## src/rtl/ntt_pkg.sv

```systemverilog
// Shared types for the NTT command dispatcher: FSM states, completion status codes,
// default address width and the saturating cycle-counter helper.
package ntt_pkg;

  localparam int DEFAULT_ADDR_W = 64;

  typedef enum logic [2:0] {
    IDLE,
    ISSUE,
    RELEASE,
    RESP,
    HALT
  } state_e;

  typedef enum logic {
    ST_OK      = 1'b0,
    ST_TIMEOUT = 1'b1
  } status_e;

  function automatic logic [31:0] sat_inc(input logic [31:0] v);
    return (v == '1) ? v : v + 32'd1;
  endfunction

endpackage

```

## src/rtl/cmd_fifo.sv

```systemverilog
// Synchronous command FIFO with power-of-two depth, registered occupancy count and
// a flush that discards all queued entries.
module cmd_fifo #(
  parameter int WIDTH = 65,
  parameter int DEPTH = 4
) (
  input  logic                   clk,
  input  logic                   rst_n,
  input  logic                   flush_i,
  input  logic                   push_i,
  input  logic [WIDTH-1:0]       wdata_i,
  input  logic                   pop_i,
  output logic [WIDTH-1:0]       rdata_o,
  output logic                   full_o,
  output logic                   empty_o,
  output logic [$clog2(DEPTH):0] count_o
);

  localparam int AW = $clog2(DEPTH);
  localparam int CW = AW + 1;

  logic [WIDTH-1:0] mem_q [DEPTH];
  logic [AW-1:0]    wr_ptr_q;
  logic [AW-1:0]    rd_ptr_q;
  logic [CW-1:0]    count_q;
  logic             do_push;
  logic             do_pop;

  assign full_o  = (count_q == CW'(DEPTH));
  assign empty_o = (count_q == '0);
  assign count_o = count_q;
  assign rdata_o = mem_q[rd_ptr_q];
  assign do_push = push_i && !full_o;
  assign do_pop  = pop_i && !empty_o;

  // NOTE: storage is deliberately not reset; pointers and count alone define which entries are valid.
  always_ff @(posedge clk) begin
    if (do_push) mem_q[wr_ptr_q] <= wdata_i;
  end

  // NOTE: non-blocking assignments make every register see pre-edge values, independent of statement order.
  always_ff @(posedge clk or negedge rst_n) begin
    if (!rst_n) begin
      wr_ptr_q <= '0;
      rd_ptr_q <= '0;
      count_q  <= '0;
    end else if (flush_i) begin
      wr_ptr_q <= '0;
      rd_ptr_q <= '0;
      count_q  <= '0;
    end else begin
      if (do_push) wr_ptr_q <= wr_ptr_q + 1'b1;
      if (do_pop)  rd_ptr_q <= rd_ptr_q + 1'b1;
      count_q <= count_q + CW'(do_push) - CW'(do_pop);
    end
  end

endmodule

```

## src/rtl/ntt_dispatcher.sv

```systemverilog
// Command-side initiator for ntt_engine: queues host commands, runs the four-phase
// start/done handshake one command at a time, reports completions and halts on a hung engine.
module ntt_dispatcher
  import ntt_pkg::*;
#(
  parameter int          DEPTH          = 4,
  parameter int          ADDR_W         = DEFAULT_ADDR_W,
  parameter int unsigned TIMEOUT_CYCLES = 32'd1 << 24
) (
  input  logic              clk,
  input  logic              rst_n,
  input  logic              cmd_valid,
  output logic              cmd_ready,
  input  logic              cmd_mode,
  input  logic [ADDR_W-1:0] cmd_addr,
  output logic              ntt_start,
  output logic              ntt_mode,
  output logic [ADDR_W-1:0] ntt_dma_addr,
  input  logic              ntt_done,
  output logic              rsp_valid,
  input  logic              rsp_ready,
  output logic              rsp_status,
  output logic              rsp_mode,
  output logic [31:0]       rsp_cycles,
  output logic              busy,
  output logic              halted
);

  localparam int CW = $clog2(DEPTH) + 1;

  state_e            state_q;
  status_e           rsp_status_q;
  logic              ntt_start_q, ntt_mode_q, rsp_valid_q, rsp_mode_q;
  logic              busy_q, halted_q, cmd_ready_q;
  logic [ADDR_W-1:0] ntt_addr_q;
  logic [31:0]       rsp_cycles_q, cnt_q, cnt_inc;

  logic              push, pop, flush, rsp_fire, timeout_hit;
  logic              fifo_full, fifo_empty;
  logic [ADDR_W:0]   fifo_rdata;
  logic [CW-1:0]     fifo_count, count_d;

  cmd_fifo #(.WIDTH(ADDR_W + 1), .DEPTH(DEPTH)) u_fifo (
    .clk     (clk),
    .rst_n   (rst_n),
    .flush_i (flush),
    .push_i  (push),
    .wdata_i ({cmd_mode, cmd_addr}),
    .pop_i   (pop),
    .rdata_o (fifo_rdata),
    .full_o  (fifo_full),
    .empty_o (fifo_empty),
    .count_o (fifo_count)
  );

  assign push        = cmd_valid && cmd_ready_q && !fifo_full;
  assign pop         = (state_q == IDLE) && !fifo_empty;
  assign rsp_fire    = rsp_valid_q && rsp_ready;
  assign flush       = (state_q == HALT) && rsp_fire;
  assign cnt_inc     = sat_inc(cnt_q);
  assign timeout_hit = (cnt_inc >= TIMEOUT_CYCLES);

  // Occupancy after this edge, so cmd_ready and busy can be registered yet exact.
  // NOTE: default first so every path assigns count_d and no latch is inferred.
  always_comb begin
    count_d = fifo_count;
    if (flush) begin
      count_d = '0;
    end else begin
      if (push) count_d = count_d + CW'(1);
      if (pop)  count_d = count_d - CW'(1);
    end
  end

  always_ff @(posedge clk or negedge rst_n) begin
    if (!rst_n) begin
      state_q      <= IDLE;
      ntt_start_q  <= 1'b0;
      ntt_mode_q   <= 1'b0;
      ntt_addr_q   <= '0;
      rsp_valid_q  <= 1'b0;
      rsp_status_q <= ST_OK;
      rsp_mode_q   <= 1'b0;
      rsp_cycles_q <= '0;
      cnt_q        <= '0;
      busy_q       <= 1'b0;
      halted_q     <= 1'b0;
      cmd_ready_q  <= 1'b1;
    end else begin
      cmd_ready_q <= (count_d != CW'(DEPTH)) && !(halted_q || flush);
      busy_q      <= (count_d != '0) || pop ||
                     ((state_q != IDLE) && !((state_q == RESP) && rsp_fire));
      case (state_q)
        IDLE: if (!fifo_empty) begin
          {ntt_mode_q, ntt_addr_q} <= fifo_rdata;
          ntt_start_q <= 1'b1;
          cnt_q       <= '0;
          state_q     <= ISSUE;
        end
        ISSUE: if (ntt_done) begin
          rsp_cycles_q <= cnt_inc;
          ntt_start_q  <= 1'b0;
          cnt_q        <= '0;
          state_q      <= RELEASE;
        end else if (timeout_hit) begin
          rsp_cycles_q <= cnt_inc;
          ntt_start_q  <= 1'b0;
          rsp_valid_q  <= 1'b1;
          rsp_status_q <= ST_TIMEOUT;
          rsp_mode_q   <= ntt_mode_q;
          state_q      <= HALT;
        end else begin
          cnt_q <= cnt_inc;
        end
        // Lingering done must drain before the next start, or it aliases onto the next command.
        RELEASE: if (!ntt_done) begin
          rsp_valid_q  <= 1'b1;
          rsp_status_q <= ST_OK;
          rsp_mode_q   <= ntt_mode_q;
          state_q      <= RESP;
        end else if (timeout_hit) begin
          rsp_valid_q  <= 1'b1;
          rsp_status_q <= ST_TIMEOUT;
          rsp_mode_q   <= ntt_mode_q;
          state_q      <= HALT;
        end else begin
          cnt_q <= cnt_inc;
        end
        RESP: if (rsp_ready) begin
          rsp_valid_q <= 1'b0;
          state_q     <= IDLE;
        end
        HALT: if (rsp_fire) begin
          rsp_valid_q <= 1'b0;
          halted_q    <= 1'b1;
        end
        default: state_q <= IDLE;
      endcase
    end
  end

  assign cmd_ready    = cmd_ready_q;
  assign ntt_start    = ntt_start_q;
  assign ntt_mode     = ntt_mode_q;
  assign ntt_dma_addr = ntt_addr_q;
  assign rsp_valid    = rsp_valid_q;
  assign rsp_status   = rsp_status_q;
  assign rsp_mode     = rsp_mode_q;
  assign rsp_cycles   = rsp_cycles_q;
  assign busy         = busy_q;
  assign halted       = halted_q;

endmodule

```

## config.mk

```make
export PLATFORM = sky130hd
export DESIGN_NAME = ntt_dispatcher
export DESIGN_NICKNAME = d
export VERILOG_FILES = /design/src/rtl/ntt_pkg.sv /design/src/rtl/cmd_fifo.sv /design/src/rtl/ntt_dispatcher.sv
export SDC_FILE = /design/constraint.sdc
export NUM_CORES = 1
export LEC_CHECK = 0
export CAP_MARGIN = 0
export CORE_ASPECT_RATIO = 1.5
export CORE_MARGIN = 1
export CORE_UTILIZATION = 51
export DETAILED_ROUTE_END_ITERATION = 7
export PLACE_DENSITY = 0.75
export SETUP_SLACK_MARGIN = 0.05
export SLEW_MARGIN = 40
export SYNTH_ARGS = -nofsm -noshare
export SYNTH_HDL_FRONTEND = slang
export SYNTH_SLANG_ARGS = --single-unit
```

## constraint.sdc

```tcl
create_clock -name clk -period 3.4 [get_ports clk]
set_input_delay 0.34 -clock clk [delete_from_list [all_inputs] [get_ports clk]]
set_output_delay 0.34 -clock clk [all_outputs]
set_load 0.05 [all_outputs]
```

# Word-level counts from Yosys, hierarchy flattened
# Memory sizes are Yosys's and may differ from the RTL's. A register that Yosys moved wholly into a read port is not among the register bits.
# Index checks and enable logic that the tools add are counted.
# word_totals
register_bits	81
elab_cells	117
mem_bits_rw	260
inputBits	70
output_inout_bits	104
mem_count	1
latch_bits	0
mem_bits_ro	0
# classes
bitwise	2
n_shift	0
n_div	0
eq_ne	13
order_cmp	1
n_reduce_logical	37
n_addsub	7
mul	0
muxes	43
# memory_table
memory	depth	width	rd	rd_clocked_by_memory_dff	write_ports	line_no	source
u_fifo.mem_q	4	65	1	1	1	cmd_fifo.sv:22	logic [WIDTH-1:0] mem_q [DEPTH];
# ops
cell	n
$mux 32	7
$pmux 32 s3	1
$add 32x1->32 const B	1
$eq 32x32->1 const B	1
$ge 32x25->1 const B	1
$mux 3	10
$mux 1	16
$pmux 3 s5	1
$logic_and 1x1->1	10
$ne 2x2->1 const B	5
$reduce_bool 2->1	5
$reduce_and 3->1	3
$reduce_bool 3->1	3
$mux 2	4
$reduce_and 2->1	4
$eq 3x2->1 const B	2
$eq 3x3->1 const B	2
$logic_not 3->1	2
$ne 3x3->1 const B	2
$pmux 1 s2	3
$logic_not 1->1	5
$add 2x1->2 const B	2
$pmux 1 s4	1
$reduce_and 4->1	1
8 further kinds	11

# Logic depth before layout (Yosys ltp)
# Gate-level depths: netlist of the first run.
# logic_depth
ltp_word	11
ltp_mapped	11

# By module
# From an unflattened synthesis of the first run, not the netlist that was laid out.
# unflattened
hier_cells	972
hier_area_um2	16345.7
# by_module_without_submodules
mod	cells_each	area_each_um2	seq_area_each_um2	n_inst
cmd_fifo	386	9846.9	7982.7	1
ntt_dispatcher	586	6498.7	3479.6	1

# Worst setup path after synthesis of the first run
# Ideal clock, no wire load.
# synth_path
kind	reg2reg
startpoint	register cmd_ready_q (netlist: cmd_ready)
endpoint	memory u_fifo.mem_q[1][0] (enable)
setup_time_ps	430
slack_ps	72
t_required_ps	2970
synth_period_minus_slack_ps	3328
stages_incl_launch_ff	4
t_arrival_ps	2899
path_cell_list	dfstp_2 nand2_1 a21oi_1 and2_1
# synth_via
elab_chain_cells	5
# synth_rtl
item	line_no	source
from (decl)	ntt_dispatcher.sv:34	logic busy_q, halted_q, cmd_ready_q;
from (signal assigned)	ntt_dispatcher.sv:90	cmd_ready_q <= (count_d != CW'(DEPTH)) && !(halted_q || flush);
$logic_and 1x1->1 (2 in a row)	ntt_dispatcher.sv:56	assign push = cmd_valid && cmd_ready_q && !fifo_full;
$logic_and 1x1->1	cmd_fifo.sv:33	assign do_push = push_i && !full_o;
$mux 1	cmd_fifo.sv:38	if (do_push) mem_q[wr_ptr_q] <= wdata_i;
$mux 1 (implied by the code)	cmd_fifo.sv:38	
to (decl)	cmd_fifo.sv:22	
# Every way passes these cells.

# Worst setup path in the final report of the first run
# layout_path
startpoint	register cnt_q[3]
endpoint	register cnt_q[5]
# layout_via
elab_chain_cells	6
# layout_rtl
item	line_no	source
from (decl)	ntt_dispatcher.sv:36	logic [31:0] rsp_cycles_q, cnt_q, cnt_inc;
from (signal assigned)	ntt_dispatcher.sv:113	cnt_q <= cnt_inc;
from (signal assigned)	ntt_dispatcher.sv:127	cnt_q <= cnt_inc;
$add 32x1->32 / $eq 32x32->1 (equally long branches)	ntt_pkg.sv:21	return (v == '1) ? v : v + 32'd1;
$mux 32 (*)	ntt_pkg.sv:21	
$ge 32x25->1	ntt_dispatcher.sv:61	assign timeout_hit = (cnt_inc >= TIMEOUT_CYCLES);
$mux 32 (*)	ntt_dispatcher.sv:105, ntt_dispatcher.sv:121	
$mux 32 (on tied branches)	ntt_dispatcher.sv:116, ntt_dispatcher.sv:100	
$pmux 32 s3 (*)	ntt_dispatcher.sv:93	case (state_q)
# Every way passes the cells marked *; elsewhere a longest branch is shown, timed or not. The select of a mux whose other input is x is not followed.
# A chain may end at the register's enable or synchronous reset.

==> results of run 1 <==
worst max-delay path, delay by kind of cell, from the launching register on:
| kind | cells | cell delay, ps |
|---|---|---|
| flip-flops | 1 | 490 |
| AND/OR/NAND/NOR | 5 | 1450 |
| AO/OA/AOI/OAI | 3 | 1110 |
logic make-up after synthesis:
family | Yosys count
and+or+nand+nor | 183
buffers and inverters | 67
muxes | 138
AOI/OAI and AO/OA | 121
xor gates and xnor gates | 39
adders and majority gates | 11
DFF | 406
sequential cells by signal, summed over array words and instances (netlist names):
signal	flops
ntt_start	1
rsp_status	1
state_q	3
rsp_mode	1
u_fifo.wr_ptr_q	2
busy	1
halted	1
u_fifo.mem_q	260
u_fifo.rd_ptr_q	2
rsp_cycles	32
ntt_mode	1
ntt_dma_addr	64
rsp_valid	1
cnt_q	32
cmd_ready	1
u_fifo.count_o	3
area by class of cell:
| type | instances | area share, % |
|---|---|---|
| diodes | 1 | 0.0126 |
| clock inverters | 17 | 0.817 |
| inverters | 14 | 0.264 |
| multi-input cells | 492 | 22.6 |
| clock buffers | 52 | 5.26 |
| repair buffers | 213 | 10.8 |
| well taps | 405 | 2.55 |
| flip-flops and latches | 406 | 57.6 |
metal layers:
| metal | track usage [%] | vias to the layer above | share of wire, % |
|---|---|---|---|
| met5 | 0 | - | 0.050 |
| met4 | 9.42 | 2 | 3.6 |
| met3 | 4.43 | 84 | 5.4 |
| met2 | 40.2 | 276 | 55 |
| met1 | 24.4 | 4670 | 36 |
| li1 | - | 4131 | - |
metrics by stage:
stage	utilization [%]	hold WS (ps)
2_1_floorplan	-	44.4
3_3_place_gp	59.8	463
3_5_place_dp	59.9	469
4_1_cts	63.8	407
5_1_grt	63.9	422
6_report	63.9	433
placed cells by master (no fill, tap or decap), types with 9 or more instances in the layout:
cell type	instances
edfxtp_1	260
o21ai_1	14
o21ai_0	42
clkbuf_16	40
buf_4	30
o31ai_1	10
mux2_2	67
xnor2_1	26
buf_12	9
clkdlybuf4s50_1	172
inv_1	14
nor2_1	28
and3_1	11
clkbuf_1	12
nand2_1	63
nand3_1	22
ha_1	10
mux4_2	65
dfrtp_1	143
a31oi_1	15
xor2_1	13
power by group through the flow:
| stage | Sequential, mW | Combinational [mW] | Clock (mW) |
|---|---|---|---|
| after floorplan | 8.46 | 2.99 | 0 |
| after global placement | 7.27 | 6.14 | 0 |
| after detailed placement | 7.20 | 6.42 | 0 |
| after CTS | 7.13 | 6.47 | 4.20 |
| after global routing | 7.23 | 6.77 | 4.40 |
| final | 7.11 | 6.39 | 4.11 |
timing repair:
item	CTS	global route
hold buffers	1	0
buffers inserted	0	4
setup endpoints to repair	0	6
endpoints found under the hold margin	71	0
final timing paths:
check | from | end | slack [ps]
min in group asynchronous | rst_n | halted$_DFFE_PN0P_ | 440
setup / recovery | cnt_q[3]$_DFFE_PN0P_ | cnt_q[5]$_DFFE_PN0P_ | 220
hold / removal | cmd_addr[52] | u_fifo.mem_q[2][52]$_DFFE_PP_ | 430
hold reg to reg | rsp_cycles[4]$_DFFE_PN0P_ | rsp_cycles[4]$_DFFE_PN0P_ | 480
setup reg to reg | cnt_q[3]$_DFFE_PN0P_ | cnt_q[5]$_DFFE_PN0P_ | 220
max in group asynchronous | rst_n | ntt_dma_addr[30]$_DFFE_PN0P_ | 2200
==> out/qor.txt, run 1 <==
Peak VDD IR: 0.592 mV
WP data required: 3800 ps
Clock Tree Buf Depth: 3
Setup crit start kind: flop
Dpl hpwl: 21.4 mm
Sequential fraction of design power: 40.4%
Mapped Avg Cell Area: 16.8 sq um
Fillers: 2233
Final Cycle Share: 93.5%
Largest net degree at the start of global routing: 74
Gr usage total: 21.8%
Port Buf Inserts: 173
Share of cells above drive strength 1: 20.6%
Die ar.: 32600 sq um
DIE WIDTH: 148 microns
Syn Inst Count: 965
RSZ-0062 raised after global routing: false
R2R cell count: 8
Critical Path AT: 3580 ps
Clock Pin Slew Worst Setup and Hold Paths: 60 ps
Leak Pwr: 7.13 nW
Number of library cell types mapped by synthesis: 61
Global route overflow: 0
Multi-input gate area: 4510 sq um
CP max stage delay: 510 ps
Post-Route WL: 34.2 mm
Leading area contributor after synthesis: edfxtp_1
Area after DPL: 18600 sq um
Worst-Skew Late Latency: 540 ps
Final ANT Viol Nets: 0
Top_reg_cell synth: edfxtp_1
WL/cell: 21.4 microns
CP max-delay cell: nor4_1
Post-Synth XOR/XNOR Area: 2.10%
Worst-path cell chain: nand4_1 > nor4_1 > and4b_1 > a311o_1 > a221oi_4 > and2_4 > nand2_2 > o41ai_1
# resized after CTS: 0
Pwr/cell area: 885 nW/um^2
First-pass GRT wire length: 53.3 mm
Max_slew headroom: 52.7%
Biggest fanout along the worst timing path: 14
Routability cong.: 0.953
Most frequent cell after synthesis: edfxtp_1
Endpoints failing hold: 0
Hold Crit Depth: 1
Hold crit path type: primary input to flop
Synth Register Bits: 406
Root Driver: clkbuf_16
Dpl ws: 162 ps
Fraction of the mapped netlist area in adder cells: 0.894%
Drt pass-1 iters: 5
Total power: 17.6 mW
Clock skew: 15.6 ps
Synth Cell Area: 16200 sq um
Worst Max-Slew Pin Slew: 709 ps
Max Clk Rate: 315 MHz
Psw: 6.13 mW
Final instance area: 19900 sq um
Sink Count: 406
Cell Rows: 79
Synth Area in Compound Gates: 4.77%
Max-Cap Viols: 0
Vias/cell: 5.73
Register area share after synthesis: 70.6%
Synthesized Nets: 1046
Nets: 1246
FF/Latch Area: 11500 sq um
Async SR Flop Fraction: 36.0%
Internal power: 11.5 mW
Net switching fraction of the power: 34.8%
Endpoint type of the worst setup path: flop
Total negative slack: 0 ps
Num CTS Buffers: 38
Post-synth EDFFs: 260
CTS tree: yes
Initial antenna violation count: 1
Vias in the first global route: 9528
DR vias: 9163
Post-route insts no fill: 1600
Yosys top cell area share: 48.1%
Post-Synth Simple-Gate Area: 5.86%
Power share of the clock group: 23.4%
Combinational power share: 36.3%
Fin crit period: 3180 ps
H-tree depth: 2
Core area: 31100 sq um
DRC marker count from the first detailed-route iteration: 523
Die height: 221 microns
Outcome: finished clean
Main combinational cell family by area after synthesis: multiplexers
Final setup viols: 0
Synth top area cells: edfxtp_1 (48%), dfrtp_1 (22%), mux4_2 (9.0%)
Commonest cells in the netlist: edfxtp_1 (260), dfrtp_1 (145), mux2_2 (67), mux4_2 (65), nand2_1 (63)
Max-slew violations: 0
CP Class: flop to flop
I/O pin count: 174
Initial Util: 52.2%
Mux share of post-synthesis cell area: 14.0%
Drt drc: 0
Post-route worst setup slack: 221 ps
Area grow syn2layout: 22.5%
Cell count after placement: 1525
Yosys warnings: 0
(Power assumes the default switching activity.)
==> run 2: changes to the inputs <==
--- a/config.mk
+++ b/config.mk
@@ -8,9 +8,9 @@
 export CAP_MARGIN = 0
 export CORE_ASPECT_RATIO = 1.5
 export CORE_MARGIN = 1
-export CORE_UTILIZATION = 51
+export CORE_UTILIZATION = 56
 export DETAILED_ROUTE_END_ITERATION = 7
-export PLACE_DENSITY = 0.75
+export PLACE_DENSITY = 0.78
 export SETUP_SLACK_MARGIN = 0.05
 export SLEW_MARGIN = 40
 export SYNTH_ARGS = -nofsm -noshare
==> constraint.sdc (replaced) <==
create_clock -name clk -period 3.2 [get_ports clk]
set_input_delay 0.32 -clock clk [delete_from_list [all_inputs] [get_ports clk]]
set_output_delay 0.32 -clock clk [all_outputs]
set_load 0.05 [all_outputs]
==> out/qor.txt, run 2 (same netlist as run 1, synthesis figures left out) <==
Area grow syn2layout: 22.6% (was 22.5%)
Setup crit start kind: flop (unchanged)
Clock Pin Slew Worst Setup and Hold Paths: 60 ps (about the same)
Die height: 211 microns (was 221 microns)
Reg2Reg Setup Slack: 170 ps (was 220 ps)
Max-slew violations: 0 (unchanged)
R2R cell count: 9 (was 8)
Endpoints failing hold: 0 (unchanged)
Initial Util: 56.7% (was 52.2%)
Commonest non-fill, non-tap cell in the layout: edfxtp_1 (unchanged)
Hold crit path type: primary input to asynchronous set/reset pin (was primary input to flop)
Final setup viols: 0 (unchanged)
Port Buf Inserts: 173 (unchanged)
Gr usage total: 23.7% (was 21.8%)
Routability cong.: 0.920 (was 0.953)
Internal power: 12.1 mW (was 11.5 mW)
Endpoint type of the worst setup path: flop (unchanged)
Drt pass-1 iters: 5 (unchanged)
Cell Rows: 76 (was 79)
Power share of the clock group: 22.5% (was 23.4%)
Num CTS Buffers: 37 (was 38)
Root Driver: clkbuf_16 (unchanged)
Nets: 1254 (was 1246)
Sequential fraction of design power: 40.3% (was 40.4%)
Max Clk Rate: 330 MHz (was 315 MHz)
Dpl hpwl: 21.5 mm (was 21.4 mm)
Total power: 18.5 mW (was 17.6 mW)
Sink Count: 406 (unchanged)
Critical Path AT: 3430 ps (was 3580 ps)
Psw: 6.43 mW (was 6.13 mW)
Drt drc: 0 (unchanged)
Biggest fanout along the worst timing path: 6 (was 14)
Worst-Skew Late Latency: 520 ps (was 540 ps)
Outcome: finished clean (unchanged)
Die ar.: 29700 sq um (was 32600 sq um)
WL/cell: 21.2 microns (was 21.4 microns)
Largest net degree at the start of global routing: 72 (was 74)
Post-Route WL: 33.8 mm (was 34.2 mm)
DRC marker count from the first detailed-route iteration: 525 (was 523)
DIE WIDTH: 141 microns (was 148 microns)
Worst Max-Slew Pin Slew: 728 ps (was 709 ps)
Clock skew: 16.4 ps (was 15.6 ps)
I/O pin count: 174 (unchanged)
Layout Utilization: 69.6% (was 63.9%)
Combinational power share: 37.2% (was 36.3%)
First-pass GRT wire length: 52.4 mm (was 53.3 mm)
Max_slew headroom: 51.5% (was 52.7%)
Most frequent cells in the layout: edfxtp_1 (260), clkdlybuf4s50_1 (172), dfrtp_1 (141), mux2_2 (67), mux4_2 (65) (was edfxtp_1 (260), clkdlybuf4s50_1 (172), dfrtp_1 (143), mux2_2 (67), mux4_2 (65))
WP data required: 3600 ps (was 3800 ps)
Fin crit period: 3030 ps (was 3180 ps)
Final ANT Viol Nets: 0 (unchanged)
DR vias: 9199 (was 9163)
RSZ-0062 raised after global routing: false (unchanged)
Final instance area: 19900 sq um (about the same)
Share of cells above drive strength 1: 21.6% (was 20.6%)
CP startpoint: cnt_q[8]$_DFFE_PN0P_ (was cnt_q[3]$_DFFE_PN0P_)
CTS tree: yes (unchanged)
Net switching fraction of the power: 34.7% (was 34.8%)
Max-Cap Viols: 0 (unchanged)
RR Startpoint: cnt_q[8]$_DFFE_PN0P_ (was cnt_q[3]$_DFFE_PN0P_)
Area after DPL: 18700 sq um (was 18600 sq um)
Pwr/cell area: 930 nW/um^2 (was 885 nW/um^2)
Total negative slack: 0 ps (unchanged)
Vias/cell: 5.77 (was 5.73)
H-tree depth: 2 (unchanged)
Reg-to-Reg End: rsp_mode$_DFFE_PN0P_ (was cnt_q[5]$_DFFE_PN0P_)
Initial antenna violation count: 2 (was 1)
Core area: 28600 sq um (was 31100 sq um)
Leak Pwr: 7.16 nW (was 7.13 nW)
Global route overflow: 0 (unchanged)
Max reg flops: 260 (unchanged)
Top reg by flops: u_fifo.mem_q (unchanged)
Peak VDD IR: 0.733 mV (was 0.592 mV)
CP Class: flop to flop (unchanged)
Vias in the first global route: 9648 (was 9528)
Clock Tree Buf Depth: 3 (unchanged)
Final Cycle Share: 94.7% (was 93.5%)
[run 2: cell count changes in the layout (fill, tap and decap cells not counted), sizes merged]
| cell | change |
|---|---|
| clkinvlp | +1 |
| inv | +1 |
| clkbuf | -5 |
| diode | +1 |
| buf | +10 |
[run 2: layout make-up]
type                            count  area [sq um]
Antenna cell                        2          5.00
Clock buffer                       48           977
Clock inverter                     19           163
Fill cell                        1861          8710
Inverter                           14          52.6
Multi-Input combinational cell    492          4540
Sequential cell                   406         11500
Tap cell                          390           488
Timing Repair Buffer              222          2220
[run 2: worst max path at each step]
stage | end | slack (ps) | cells after the start
after floorplan | u_fifo.count_o[1]$_DFF_PN0_ | 230 | 10
after global placement | cnt_q[0]$_DFFE_PN0P_ | 240 | 10
after detailed placement | cnt_q[5]$_DFFE_PN0P_ | 170 | 10
after CTS | cnt_q[5]$_DFFE_PN0P_ | 130 | 10
after global routing | rsp_mode$_DFFE_PN0P_ | 20 | 10
final | rsp_mode$_DFFE_PN0P_ | 170 | 9
[run 2: metrics by stage]
| step | setup WS [ps] | hold WS [ps] | cells |
|---|---|---|---|
| 3_5_place_dp | 170 | 418 | 1521 |
| 3_3_place_gp | 238 | 415 | 1521 |
| 5_1_grt | 16.9 | 418 | 1593 |
| 6_report | 170 | 405 | 1593 |
| 2_1_floorplan | 230 | 24.4 | 965 |
| 4_1_cts | 131 | 401 | 1589 |
[run 2: worst max-delay path, cell delays in order (launching register included)]
cell	delay (ps)
dfrtp_1	430
and4_1	280
and3_1	230
nand3_1	180
or4_4	590
a221oi_4	450
buf_4	180
a21oi_1	50
o21ai_0	180
mux2_2	350
[run 2: per-layer routing]
metal  routed length (microns)  up-vias  global-route usage [%]
met5                         0        -                       0
met4                      1420        0                    11.0
met3                      1820       77                    4.36
met2                     18500      296                    43.2
met1                     12100     4687                    26.8
li1                          -     4139                       -
[run 2: what timing repair did]
item	4_1_cts	5_1_grt
hold buffers	1	0
setup buffers	0	2
resized for setup	0	8
hold endpoints to repair	66	0
endpoints found under the setup margin	0	56
[run 2: power by group through the flow]
stage | Sequential [mW] | Clock (mW) | Combinational, mW
4_1_cts | 7.48 | 4.26 | 6.97
6_report | 7.46 | 4.17 | 6.88
3_5_place_dp | 7.55 | 0 | 6.91
5_1_grt | 7.58 | 4.45 | 7.29
3_3_place_gp | 7.48 | 0 | 6.82
2_1_floorplan | 8.97 | 0 | 3.19
==> run 3: changes to the inputs <==
--- a/config.mk
+++ b/config.mk
@@ -10,9 +10,11 @@
 export CORE_MARGIN = 1
 export CORE_UTILIZATION = 56
 export DETAILED_ROUTE_END_ITERATION = 7
+export HOLD_SLACK_MARGIN = 0.08
 export PLACE_DENSITY = 0.78
 export SETUP_SLACK_MARGIN = 0.05
 export SLEW_MARGIN = 40
 export SYNTH_ARGS = -nofsm -noshare
 export SYNTH_HDL_FRONTEND = slang
 export SYNTH_SLANG_ARGS = --single-unit
+export TNS_END_PERCENT = 1
==> out/qor.txt, run 3 (same netlist as run 1, synthesis figures left out) <==
Vias/cell: 5.76 (was 5.77)
Vias in the first global route: 9719 (was 9648)
Fillers: 1847 (was 1861)
Die ar.: 29700 sq um (unchanged)
Final ANT Viol Nets: 0 (unchanged)
Num CTS Buffers: 37 (unchanged)
Hold_ws: 417 ps (was 405 ps)
Die height: 211 microns (unchanged)
Hold crit path type: primary input to asynchronous set/reset pin (unchanged)
Total power: 18.8 mW (was 18.5 mW)
RSZ-0062 raised after global routing: true (was false)
Setup crit start kind: flop (unchanged)
First-pass GRT wire length: 53.0 mm (was 52.4 mm)
Psw: 6.47 mW (was 6.43 mW)
CP max stage delay: 610 ps (was 590 ps)
Outcome: finished clean (unchanged)
WP data required: 3610 ps (was 3600 ps)
Max Clk Rate: 333 MHz (was 330 MHz)
Peak VDD IR: 0.654 mV (was 0.733 mV)
Core area: 28600 sq um (unchanged)
H-tree depth: 2 (unchanged)
Fin crit period: 3010 ps (was 3030 ps)
Area grow syn2layout: 23.2% (was 22.6%)
Sink Count: 406 (unchanged)
Gr usage total: 23.8% (was 23.7%)
Final Cycle Share: 94.0% (was 94.7%)
Total negative slack: 0 ps (unchanged)
DRC marker count from the first detailed-route iteration: 476 (was 525)
Critical Path AT: 3420 ps (was 3430 ps)
Global route overflow: 0 (unchanged)
Root Driver: clkbuf_16 (unchanged)
Initial antenna violation count: 4 (was 2)
Worst Max-Slew Pin Slew: 717 ps (was 728 ps)
Cell Rows: 76 (unchanged)
Port Buf Inserts: 173 (unchanged)
Endpoints failing hold: 0 (unchanged)
Biggest fanout along the worst timing path: 31 (was 6)
Pwr/cell area: 942 nW/um^2 (was 930 nW/um^2)
Clock Tree Buf Depth: 3 (unchanged)
Power share of the clock group: 23.7% (was 22.5%)
Routability cong.: 0.898 (was 0.920)
Dpl hpwl: 21.7 mm (was 21.5 mm)
Layout Utilization: 69.9% (was 69.6%)
Max-slew violations: 0 (unchanged)
Worst-Skew Late Latency: 530 ps (was 520 ps)
Max_slew headroom: 52.0% (was 51.5%)
Leak Pwr: 7.19 nW (was 7.16 nW)
CP max-delay cell: or4_4 (unchanged)
Worst-path cell chain: nand2_1 > nor2_1 > nand3_1 > or4_4 > a221oi_4 > buf_4 > a31o_2 > clkbuf_16 > o21ai_0 (was and4_1 > and3_1 > nand3_1 > or4_4 > a221oi_4 > buf_4 > a21oi_1 > o21ai_0 > mux2_2)
Share of cells above drive strength 1: 21.5% (was 21.6%)
Most frequent cells in the layout: edfxtp_1 (260), clkdlybuf4s50_1 (172), dfrtp_1 (140), mux2_2 (67), mux4_2 (65) (was edfxtp_1 (260), clkdlybuf4s50_1 (172), dfrtp_1 (141), mux2_2 (67), mux4_2 (65))
Post-route worst setup slack: 193 ps (was 170 ps)
Clock Pin Slew Worst Setup and Hold Paths: 60 ps (about the same)
Nets: 1254 (unchanged)
DIE WIDTH: 141 microns (unchanged)
Dpl ws: 141 ps (was 170 ps)
Largest net degree at the start of global routing: 85 (was 72)
CP Class: flop to flop (unchanged)
Max reg flops: 260 (unchanged)
Top reg by flops: u_fifo.mem_q (unchanged)
Initial Util: 56.7% (unchanged)
Commonest non-fill, non-tap cell in the layout: edfxtp_1 (unchanged)
Combinational power share: 36.3% (was 37.2%)
I/O pin count: 174 (unchanged)
Sequential fraction of design power: 40.0% (was 40.3%)
Post-Route WL: 34.3 mm (was 33.8 mm)
Clock skew: 11.2 ps (was 16.4 ps)
WL/cell: 21.5 microns (was 21.2 microns)
Drt pass-1 iters: 6 (was 5)
CTS tree: yes (unchanged)
Final setup viols: 0 (unchanged)
Drt drc: 0 (unchanged)
Max-Cap Viols: 0 (unchanged)
Internal power: 12.4 mW (was 12.1 mW)
DR vias: 9177 (was 9199)
Net switching fraction of the power: 34.3% (was 34.7%)
Endpoint type of the worst setup path: flop (unchanged)
==> run 3: changes by cell type in the layout (fill, tap and decap cells not counted), moves of 2 or more <==
| cell | change |
|---|---|
| buf_6 | -2 |
| clkbuf_16 | +3 |
| clkbuf_8 | +2 |
| clkinv_1 | +2 |
| bufinv_16 | +2 |
| clkinv_2 | -3 |
==> run 3: final cells by class <==
cell class | count | area (sq um) | share of cell area [%]
timing repair buffer | 222 | 2240 | 11.2
tap | 390 | 488 | 2.44
sequential | 406 | 11500 | 57.3
clock inverter | 16 | 179 | 0.894
clock buffer | 52 | 1050 | 5.27
multi-input combinational | 492 | 4520 | 22.6
inverter | 14 | 52.6 | 0.263
antenna | 2 | 5.00 | 0.0250
==> run 3: metrics by stage <==
step / cell area (sq um) / std cells
after CTS: 20000 / 1590
after global routing: 20000 / 1594
final: 20000 / 1594
after floorplan: 16200 / 965
after detailed placement: 18700 / 1521
after global placement: 18700 / 1521
==> run 3: routing by layer <==
| layer | vias to the layer above | global-route usage [%] | share of wire [%] | wire length (microns) |
|---|---|---|---|---|
| met5 | - | 0 | 0.067 | 23 |
| met4 | 4 | 10.8 | 4.0 | 1380 |
| met3 | 88 | 5.11 | 5.3 | 1810 |
| met2 | 289 | 43.2 | 55 | 18800 |
| met1 | 4666 | 26.8 | 36 | 12300 |
| li1 | 4130 | - | - | - |
==> run 3: worst paths after layout <==
| kind | start | endpoint | slack, ps | cells past startpoint |
|---|---|---|---|---|
| setup / recovery | cnt_q[3]$_DFFE_PN0P_ | rsp_cycles[10]$_DFFE_PN0P_ | 190 | 9 |
| hold / removal | rst_n | rsp_cycles[18]$_DFFE_PN0P_ | 420 | 2 |
| setup reg to reg | cnt_q[3]$_DFFE_PN0P_ | rsp_cycles[10]$_DFFE_PN0P_ | 190 | 9 |
| hold reg to reg | rsp_cycles[16]$_DFFE_PN0P_ | rsp_cycles[16]$_DFFE_PN0P_ | 480 | 2 |
| max in group asynchronous | rst_n | ntt_dma_addr[58]$_DFFE_PN0P_ | 1980 | 3 |
| min in group clk | cmd_addr[25] | u_fifo.mem_q[0][25]$_DFFE_PP_ | 420 | 1 |
==> run 3: power groups by stage <==
stage               clock [mW]  combinational (mW)  sequential (mW)
floorplan                    0                3.18             8.99
global placement             0                6.73             7.54
detailed placement           0                6.85             7.62
CTS                       4.53                6.90             7.55
global route              4.72                7.24             7.65
finish                    4.46                6.85             7.54
==> run 3: worst max-delay path, delay by kind of cell (launching register included) <==
family	cells	cell delay, ps
flops	1	450
compound gates	3	730
simple gates	4	1250
buf+inv	2	460
==> run 3: what timing repair did <==
action	CTS	global route
hold buffers	1	0
gates resized for setup	0	5
hold endpoints to repair	80	0
buffers inserted	0	1
endpoints found under the setup margin	0	37
==> patch: new RTL, config.mk and constraints of run 2 <==
`DEPTH` is set to 4 in 2 places; all go to 8.
--- a/src/rtl/cmd_fifo.sv
+++ b/src/rtl/cmd_fifo.sv
@@ -4,3 +4,3 @@
   parameter int WIDTH = 65,
-  parameter int DEPTH = 4
+  parameter int DEPTH = 8
 ) (
--- a/src/rtl/ntt_dispatcher.sv
+++ b/src/rtl/ntt_dispatcher.sv
@@ -5,3 +5,3 @@
 #(
-  parameter int          DEPTH          = 4,
+  parameter int          DEPTH          = 8,
   parameter int          ADDR_W         = DEFAULT_ADDR_W,
Formal check against the unedited RTL: no difference found for any inputs over 4 cycles, from zero or initial values and one cycle with rst_n low; that may be too few to reach the edited logic, so the function may still have changed.
==> patch against run 2 <==
- power is 59% higher
- worst setup slack better by 0.027 ns
- first-iteration DRC count is 130% higher
- critical path depth is 1 higher
- routed wire length is 72% higher
- die area is 64% higher
- sequential cell count is 263 higher
- cell area is 61% higher
- hold slack worse by 0.087 ns
- via count is 60% higher
- synthesized area is 65% higher
- critical path type unchanged
- largest cell class unchanged
==> patch: results (changes against run 2) <==
Parameter                              Value

Outcome
  Result of the run    completed

Clock tree
  Clock-pin transition on the worst setup and hold timing paths    0.07 ns
  Number of buffers created by CTS    58 (+57%)
  Clock network latency to the later pin of the worst-skew pair    0.61 ns (+0.09 ns)

Global route
  Global-route usage over all layers    24.4% (+0.70 points)
  Global-route wire length before repair    89900 um (+71%)
  Vias in the first global route    15700 (+62%)
  Largest net degree at the start of global routing    70 (-2.8%)
  Antenna violations before repair    8 (+6)

Synth
  Share of flip-flops with an asynchronous set or reset    22.3% (-14 points)
  Synth cell types    65 (+6.6%)
  Average cell area after synthesis    17.6 sq um (+4.6%)
  Most instantiated cells after synthesis    520 x edfxtp_1, 148 x dfrtp_1, 130 x mux4_2
  Synthesized netlist net count    1605 (+53%)
  Post-synth EDFFs    520 (+100%)
  Dominant cells by area after synthesis    edfxtp_1 58%, dfrtp_1 14%, mux4_2 11%, mux2i_1 2.7%, nor2_1 1.7%
  Portion of the post-synthesis area used by sequential elements    72.2% (+1.6 points)

Pwr
  Maximum ir drop on the vdd rail    783 uV (+6.7%)
  Leakage    11.4 nW (+59%)
  Switching part of the total power    33.8% (-0.95 points)

Place
  Instance count after placement with tap cells included    2276 (+50%)
  Detailed Place HPWL    34500 um (+60%)
  Pre-CTS setup slack    0.205 ns (+0.0349 ns)
  Placer's final routability congestion estimate    0.901 (-2.0%)
  Area of placed instances    30000 sq um (+60%)

Finish
  Multi-input logic portion of the cell area    22.1% (-0.70 points)
  Filler cells    2943 (+58%)
  Share of post-route cells with drive strength above 1    21.6% (-0.065 points)
  Non-Clock Buffer Count    264 (+19%)
  Final net count    1828 (+46%)
  Non-clock buffer share    8.56% (-2.6 points)
  Area occupied by registers    19400 sq um (+69%)
  Relative area of clock buffers and inverters in the final design    6.36% (+0.63 points)
  Max reg flops    520 (+100%)
  Non-CTS inverters    22 (+8)
  Register share of the cell area    60.4% (+2.8 points)
  Antenna cells    6 (+4)
  Clock tree buffer count of the final layout    73 (+52%)
  Sequential cell count of the final layout    669 (+65%)

Setup path
  Crit-path slowest cell    or4b_4
  Arrival time at the worst endpoint    3.47 ns (+0.04 ns)
  Maximum fanout encountered on the critical timing path    17 (+11)
  CP Capture Point    cnt_q[19]$_DFFE_PN0P_
  R2r startpoint    cnt_q[24]$_DFFE_PN0P_
  Maximum single-stage delay on the critical path    0.50 ns (-0.09 ns)
  R2R setup slack    0.20 ns (+0.03 ns)
  Logic depth of the worst register-to-register path    10 (+1)
  Kind of critical path    flop to flop

Timing
  Maximum clock frequency    0.333 GHz (+0.91%)
  Fin Hold WS    0.318 ns (-0.0873 ns)
  Clock skew    0.0276 ns (+0.0112 ns)
  Worst slew margin relative to its limit    43.7% (-7.7 points)

Floorplan
  Die area    48700 sq um (+64%)

Drt
  Via count    14700 (+60%)
  Drt total wl    58100 um (+72%)
  Vias per Instance    6.16 (+6.6%)
  Detailed router's first-iteration violation count    1200 (+130%)
## patch: kinds of logic (layout without fill, tap and decap cells)
logic type | after synthesis | in the layout | share of synthesized area, %
fa+ha+maj | 14 | 14 | 0.682
flops | 669 | 669 | 72.2
simple gates | 301 | 301 | 5.53
other cells | 0 | 6 | 0
buf+inv | 123 | 395 | 1.92
xor+xnor | 42 | 42 | 1.40
mux | 231 | 231 | 14.8
compound gates | 141 | 141 | 3.40
## patch: repair_timing
action / in CTS / in global routing
endpoints found under the setup margin: 0 / 7
hold buffers: 1 / 0
gates resized for setup: 0 / 7
endpoints found under the hold margin: 64 / 0
## patch: power groups by stage
stage	Clock (mW)	Sequential, mW	Combinational, mW
after detailed placement	0	12.1	9.92
after CTS	7.50	12.0	10.0
after global placement	0	12.1	9.71
after floorplan	0	13.2	5.55
final	7.40	12.0	9.95
after global routing	7.84	12.1	10.6
## patch: per-layer routing
metal	GRT usage, %	wire (um)
met1	29.0	22100
met2	44.0	30800
met3	3.40	2800
met4	11.0	2410
met5	0	23
